===== config.mk =====
export PLATFORM = sky130hd
export DESIGN_NAME = i2c_init_sequencer
export DESIGN_NICKNAME = d
export VERILOG_FILES = /design/src/rtl/i2c_init_sequencer.sv
export SDC_FILE = /design/constraint.sdc
export NUM_CORES = 1
export LEC_CHECK = 0
export CORE_UTILIZATION = 40
export CTS_CLUSTER_DIAMETER = 100
export DETAILED_ROUTE_END_ITERATION = 8
export PLACE_DENSITY = 0.71
export SETUP_SLACK_MARGIN = 0.02
export SKIP_LAST_GASP = 1
export SLEW_MARGIN = 20
export SYNTH_ARGS = -nofsm -noshare
export SYNTH_HDL_FRONTEND = slang
export SYNTH_SLANG_ARGS = --single-unit

===== constraint.sdc =====
create_clock -name clk -period 3.7 [get_ports clk]
set_clock_uncertainty 0.05 [all_clocks]
set_input_delay 0.37 -clock clk [delete_from_list [all_inputs] [get_ports clk]]
set_output_delay 0.37 -clock clk [all_outputs]
set_load 0.03 [all_outputs]

===== src/rtl/i2c_init_sequencer.sv =====
// Walks a ROM table of single-byte I2C register writes and delays into the I2C controller after a start pulse.
// Define I2C_SEQ_TIMEOUT_EN to add a watchdog that abandons the table if the controller stalls.
module i2c_init_sequencer #(
   parameter int ROM_AW  = 8,
   parameter int DELAY_W = 24
`ifdef I2C_SEQ_TIMEOUT_EN
   ,
   parameter int TIMEOUT_CYCLES = 1 << 20
`endif
) (
   input  logic              clk,
   input  logic              reset,
   input  logic              start,
   output logic [ROM_AW-1:0] rom_addr,
   input  logic [31:0]       rom_data,
   output logic [15:0]       i2c_slave_addr,
   output logic [15:0]       i2c_reg_addr,
   output logic [15:0]       i2c_wdata,
   output logic              i2c_ctrl_valid,
   input  logic              i2c_ctrl_ready,
   output logic              busy,
   output logic              done,
   output logic [ROM_AW:0]   entries_done
`ifdef I2C_SEQ_TIMEOUT_EN
   ,
   output logic              timeout
`endif
);

   typedef enum logic [3:0] {
      S_IDLE, S_FETCH, S_DECODE, S_ISSUE, S_WAIT_BUSY,
      S_WAIT_DONE, S_DELAY, S_ADVANCE, S_DONE
   } state_t;

   state_t             r_state;
   state_t             w_state_nxt;
   logic [DELAY_W-1:0] r_dly_cnt;
   logic               w_start;
   logic               w_finish;
   logic               w_load_wr;
   logic               w_load_dly;
   logic               w_inc_ent;
   logic               w_addr_inc;
   logic               w_unused;

   assign w_unused = &{1'b0, rom_data[5:0]};

`ifdef I2C_SEQ_TIMEOUT_EN
   localparam int WDOG_W = $clog2(TIMEOUT_CYCLES) + 1;
   logic [WDOG_W-1:0] r_wdog;
   logic              w_wdog_run;
   logic              w_wdog_hit;

   assign w_wdog_run = (r_state == S_ISSUE) || (r_state == S_WAIT_BUSY) || (r_state == S_WAIT_DONE);
   assign w_wdog_hit = w_wdog_run && (r_wdog == WDOG_W'(TIMEOUT_CYCLES - 1));
`endif

   always_ff @(posedge clk) begin
      if (reset) r_state <= S_IDLE;
      else       r_state <= w_state_nxt;
   end

   always_comb begin
      w_state_nxt    = r_state;
      w_start        = 1'b0;
      w_finish       = 1'b0;
      w_load_wr      = 1'b0;
      w_load_dly     = 1'b0;
      w_inc_ent      = 1'b0;
      w_addr_inc     = 1'b0;
      i2c_ctrl_valid = 1'b0;
      case (r_state)
         S_IDLE: begin
            if (start) begin
               w_start     = 1'b1;
               w_state_nxt = S_FETCH;
            end
         end
         S_FETCH:  w_state_nxt = S_DECODE;
         S_DECODE: begin
            // END wins over DELAY when both flags are set
            if (rom_data[7]) begin
               w_finish    = 1'b1;
               w_state_nxt = S_DONE;
            end else if (rom_data[6]) begin
               w_load_dly  = 1'b1;
               w_state_nxt = S_DELAY;
            end else begin
               w_load_wr   = 1'b1;
               w_state_nxt = S_ISSUE;
            end
         end
         S_ISSUE: begin
            i2c_ctrl_valid = 1'b1;
            if (i2c_ctrl_ready) w_state_nxt = S_WAIT_BUSY;
         end
         S_WAIT_BUSY: if (!i2c_ctrl_ready) w_state_nxt = S_WAIT_DONE;
         S_WAIT_DONE: begin
            if (i2c_ctrl_ready) begin
               w_inc_ent   = 1'b1;
               w_state_nxt = S_ADVANCE;
            end
         end
         // a loaded count of 0 falls out after one cycle, same as 1
         S_DELAY: if (r_dly_cnt <= DELAY_W'(1)) w_state_nxt = S_ADVANCE;
         S_ADVANCE: begin
            if (&rom_addr) begin
               w_finish    = 1'b1;
               w_state_nxt = S_DONE;
            end else begin
               w_addr_inc  = 1'b1;
               w_state_nxt = S_FETCH;
            end
         end
         S_DONE:  w_state_nxt = S_IDLE;
         default: w_state_nxt = S_IDLE;
      endcase
`ifdef I2C_SEQ_TIMEOUT_EN
      if (w_wdog_hit) begin
         i2c_ctrl_valid = 1'b0;
         w_inc_ent      = 1'b0;
         w_finish       = 1'b1;
         w_state_nxt    = S_DONE;
      end
`endif
   end

   always_ff @(posedge clk) begin
      if (reset) begin
         rom_addr       <= '0;
         i2c_slave_addr <= '0;
         i2c_reg_addr   <= '0;
         i2c_wdata      <= '0;
         busy           <= 1'b0;
         done           <= 1'b0;
         entries_done   <= '0;
         r_dly_cnt      <= '0;
      end else begin
         if (w_start) begin
            rom_addr     <= '0;
            busy         <= 1'b1;
            done         <= 1'b0;
            entries_done <= '0;
         end
         if (w_addr_inc) rom_addr <= rom_addr + ROM_AW'(1);
         if (w_finish) begin
            busy <= 1'b0;
            done <= 1'b1;
         end
         if (w_inc_ent && (entries_done != '1)) entries_done <= entries_done + (ROM_AW + 1)'(1);
         // fields stay put after the handshake; the controller latches them later
         if (w_load_wr) begin
            i2c_slave_addr <= {8'h00, rom_data[31:25], 1'b0};
            i2c_reg_addr   <= {8'h01, rom_data[23:16]};
            i2c_wdata      <= {8'h00, rom_data[15:8]};
         end
         if (w_load_dly)              r_dly_cnt <= rom_data[DELAY_W+7:8];
         else if (r_state == S_DELAY) r_dly_cnt <= r_dly_cnt - DELAY_W'(1);
      end
   end

`ifdef I2C_SEQ_TIMEOUT_EN
   always_ff @(posedge clk) begin
      if (reset) begin
         r_wdog  <= '0;
         timeout <= 1'b0;
      end else begin
         if (w_start)    timeout <= 1'b0;
         if (w_wdog_hit) timeout <= 1'b1;
         if (w_load_wr)       r_wdog <= '0;
         else if (w_wdog_run) r_wdog <= r_wdog + WDOG_W'(1);
      end
   end
`endif

endmodule


Word level (Yosys, flattened, before mapping)
Cells that the tools add are included.
- $add $sub $neg: 3
- order comparisons: 1
- eq/ne operators: 13
- mux-type cells: 33
- reduce and logical (&&, ||, !) cells: 9
- operators with widths (operator ; number):
    two-way mux 24 bit ; 2
    case mux 4 bit (8 select lines) ; 1
    two-way mux 4 bit ; 7
    less-or-equal comparator 24 x 1 -> 1 bit (second input constant) ; 1
    subtractor 24 x 1 -> 24 bit (second input constant) ; 1
    two-way mux 9 bit ; 2
    two-way mux 1 bit ; 17
    == test 4 x 3 -> 1 bit (second input constant) ; 4
    two-way mux 8 bit ; 2
    != test 2 bit (second input constant) ; 5
    adder 9 x 1 -> 9 bit (second input constant) ; 1
    != test 9 bit (second input constant) ; 1
    adder 8 x 1 -> 8 bit (second input constant) ; 1
    == test 4 x 2 -> 1 bit (second input constant) ; 2
    AND reduction 8 bit ; 1
    nonzero test 2 bit ; 4
    AND reduction 5 bit ; 1
    == test 4 x 1 -> 1 bit (second input constant) ; 1
    logical NOT 4 bit ; 1
    two-way mux 3 bit ; 1
    case mux 1 bit (2 select lines) ; 1
    OR reduction 2 bit ; 1
    logical AND 1 bit ; 1
- flip-flop bits (word level): 71
- bits of input ports: 36
- output and inout port bits: 68

Depth between registers and ports, before layout
- depth in word-level cells: 4
- gate-level depth with buffers: 11
- depth with buffers taken out: 10

Worst setup path after synthesis
No wires, ideal clock.
- path kind: register to register
- start: register entries_done[0]
- end: register entries_done[7]
- arrival time: 2170 ps
- data required time: 3529 ps
- slack: 1360 ps
- stages on the path, launching flop included: 11
- buffers on the path: 0
- period minus slack after synthesis: 2340 ps
- cell sequence: dfxtp_1 -> ha_1 -> and3_1 -> nand3_1 -> nor2_1 -> ha_1 -> nor2b_1 -> nand4_1 -> nor3_1 -> nand3_1 -> mux2_2
- cells in the longest elaborated chain, start to end: 3
- elaborated cells between the ends (all ways): 5
- classes of those cells: add/sub (1); eq/ne (1); mux (1); reduce/logical (2)
- ends and longest elaborated chain (item ; line ; source):
    start: declaration ; 23 ; output logic [ROM_AW:0] entries_done
    start signal: assignment ; 150 ; if (w_inc_ent && (entries_done != '1)) entries_done <= entries_done + (ROM_AW + 1)'(1);
    parallel branches: the longest is 3 deep, another holds adder 9 x 1 -> 9 bit ; n/a ;
Parallel ways; which one is timed is not known.
A chain may end at the register's enable or synchronous reset.

Worst setup path in the final report
- start: register r_state[1]
- end: output i2c_ctrl_valid
- cells in the longest elaborated chain, start to end: 2
- ends and longest elaborated chain (item ; line ; source):
    start: declaration ; 35 ; state_t r_state;
    start signal: assignment ; 60 ; else r_state <= w_state_nxt;
    == test 4 x 2 -> 1 bit ; 72 ; case (r_state)
    two-way mux 1 bit ; 72 ;
    end: declaration ; 19 ; output logic i2c_ctrl_valid,
No other way between the ends.

==> impl_results.md <==
* Die height at 98.19 microns
* Yosys top cell by area: dfxtp_1
* Register share of total power at 0.388
* FP Rows at 34
* Non-filler instance count after layout at 635
* Most frequent cell after synthesis: dfxtp_1
* Routed length per instance at 14.00 microns
* Slowest Stage Delay on Critical Path at 0.71 ns
* Combinational Power Share at 0.312
* Initial core utilization at 0.4183
* CTS root buf: clkbuf_8
* Crit start category: flip-flop
* Clk pin slew, worst setup/hold paths at 0.08 ns
* Nets at 563
* Routed vias at 3,446
* Synth top area share at 0.3840
* CTS resizes at 0
* Clk pwr share at 0.299
* Ys async rst share at 0
* Boundary Pins at 104
* Critical path endpoint category: primary output
* Total gr overflow at 0
* Reg2reg setup slack at 1.19 ns
* Die area at 0.009641 sq mm
* Dpl hpwl at 6217 microns
* Worst Tran Pin Value at 0.7877 ns
* WP buf/inv at 1
* Core Util, Final at 0.5206
* Unrepaired setup endpoints after global routing: no
* Core area at 0.008848 sq mm
* First-pass GRT wire length at 15,120 microns
* HP Class: input pin to flip-flop
* PortBufs at 73
* CP required at 3.28 ns
* Layout cells sized above 1 at 0.06831
* Hold_ws at 0.3964 ns
* CTS Buffer Depth at 2
* Worst-skew pair later-pin latency at 0.35 ns
* Crit-path cells: nand2b_1 -> nor3b_1 -> clkdlybuf4s50_1
* CP arrival at 2.16 ns
* Sink Count at 71
* CTS tree: done
* ANT nets after route at 0
* Slew margin rel. at 0.4749
* Crit Path Max Fanout at 12
* Switching share of power at 0.3532
* Slew Viols, Final at 0
* Drt pass-1 iters at 9
* CP delay by family, top: buffers and inverters
* Final min period at 2.579 ns
* Pleak at 1.621 nW
* Hold Buf Count CTS at 0
* Pwr/cell area at 500.7 mW/mm^2
* Ys Warns at 0
* Overall routed net length at 8887 microns
* Maxcap violations at 0
* Worst VDD drop at 268.8 uV
* Setup TNS at 0 ns
* DRT iter0 DRCs at 193
* Synth top cells by count: 71 x dfxtp_1, 67 x nand2_1, 58 x a21oi_1, 47 x nor2_1, 24 x buf_4
* Synth area leaders: dfxtp_1 38%, a21oi_1 7.8%, nand2_1 6.8%, buf_4 4.9%, nor2_1 4.8%
* DR DRC count at 11
* Cell variety after synth at 59
* Fin. Hold Viols at 0
* NetSw at 814.6 uW
* Status: finished, violations left
* Number of global-route vias before repair at 3,181
* Die width at 98.19 microns
* CP max stage cell: clkdlybuf4s50_1
* Sequential element share of the synthesized area at 0.3840
* Area growth, synth to finish at 24.48%
* Setup Crit Path Kind: flip-flop to primary output
* Failing checks: design-rule violations
* Syn Inst Count at 463
* Ys flop type: dfxtp_1
* Vias/cell at 5.427
* Routability cong. at 0.8153
* # setup viols final at 0
* Post-CTS Setup Bufs at 0
* Largest net degree at the start of global routing at 50
* N_diodes at 0
* Clock buffer count from CTS at 9
* Cell Area, Synth at 0.003701 sq mm
* Period utilisation layout at 0.6971
* H-tree level count at 3
* Syn Area/Cell at 7.994 sq um
* Tot GR Track Use at 0.1893
* Int Pwr at 1.492 mW
* Max frequency at 0.3877 GHz
* Placed cell count at 619
* #FFs+latches synth at 71
* Number of synthesized flops with an enable pin at 0
* Initial antenna violation count at 0
==> layout by cell type (no fill, tap or decap), types with 5 or more instances in the layout <==
| master | Yosys | routed |
|---|---|---|
| a21oi_1 | 58 | 58 |
| a22oi_1 | 9 | 9 |
| and3_1 | 7 | 7 |
| clkbuf_8 | 0 | 9 |
| clkdlybuf4s50_1 | 0 | 72 |
| conb_1 | 1 | 24 |
| dfxtp_1 | 71 | 71 |
| ha_1 | 5 | 5 |
| nand2_1 | 67 | 67 |
| nand2b_1 | 7 | 7 |
| nand3_1 | 15 | 15 |
| nand3b_1 | 7 | 7 |
| nor2_1 | 47 | 47 |
| nor3_1 | 11 | 11 |
| nor4_1 | 6 | 6 |
| o211ai_1 | 6 | 6 |
| o21ai_0 | 9 | 9 |
| or3_1 | 8 | 8 |
| or4_1 | 5 | 5 |
| xnor2_1 | 6 | 6 |
==> metrics by stage <==
| step | power, mW | setup WS, ns | cell area [sq um] |
|---|---|---|---|
| 3_3_place_gp | 1.609 | 1.050 | 4387 |
| 4_1_cts | 2.320 | 1.086 | 4607 |
| 5_1_grt | 2.447 | 0.9883 | 4607 |
| 6_report | 2.307 | 1.121 | 4607 |
| 2_1_floorplan | 1.472 | 1.360 | 3787 |
| 3_5_place_dp | 1.628 | 1.029 | 4387 |
==> power by group through the flow <==
| stage | clock, mW | combinational (mW) | sequential [mW] |
|---|---|---|---|
| after floorplan | 0 | 0.563 | 0.909 |
| after global placement | 0 | 0.698 | 0.911 |
| after detailed placement | 0 | 0.716 | 0.913 |
| after CTS | 0.706 | 0.720 | 0.895 |
| after global routing | 0.746 | 0.792 | 0.910 |
| final | 0.691 | 0.720 | 0.896 |
==> final timing paths <==
path,cells after the start,end,from
hold reg to reg,2,i2c_wdata[0]$_SDFFE_PP0P_,i2c_wdata[0]$_SDFFE_PP0P_
setup reg to reg,5,r_dly_cnt[23]$_SDFFE_PP0P_,r_state[1]$_SDFFE_PP0P_
setup / recovery,3,i2c_ctrl_valid,r_state[1]$_SDFFE_PP0P_
hold / removal,2,entries_done[0]$_SDFFE_PP0P_,reset
==> worst register-to-register path, cell delays in order, from the launching register on <==
cell and delay, ns:
dfxtp_1 0.53, nand2b_1 0.30, or4b_1 0.96, and3_1 0.33, a21oi_1 0.12, o22ai_1 0.09
==> per-layer routing <==
layer	vias to the layer above	track usage	part of all wire	routed length [microns]
li1	1728	-	-	-
met2	109	0.3109	0.47	4177
met4	0	0.05281	0.011	99
met1	1599	0.2549	0.47	4193
met3	10	0.03436	0.047	417
met5	-	0	0	0
==> sequential cells by signal (all words and copies together), names as in the netlist <==
| signal | flops |
|---|---|
| i2c_reg_addr | 9 |
| i2c_wdata | 8 |
| rom_addr | 8 |
| r_state | 4 |
| r_dly_cnt | 24 |
| done | 1 |
| busy | 1 |
| entries_done | 9 |
| i2c_slave_addr | 7 |
==> final cells by class <==
class	count	area [sq um]
fill	832	4242
multi-input combinational	360	2063
sequential	71	1421
timing repair buffer	77	755.7
tap	108	135.1
clock buffer	9	123.9
clock inverter	7	96.34
inverter	3	11.26
==> cells by family after synthesis <==
family	after synthesis	share of synthesized area
AO/OA/AOI/OAI	117	0.1964
XOR/XNOR	8	0.01893
adder cells (fa/ha/maj)	5	0.01690
buffers and inverters	55	0.08418
flip-flops	71	0.3840
multiplexers	1	0.003042
other	1	0.001013
AND/OR/NAND/NOR	205	0.2955
Power figures use the tool's default switching activity.
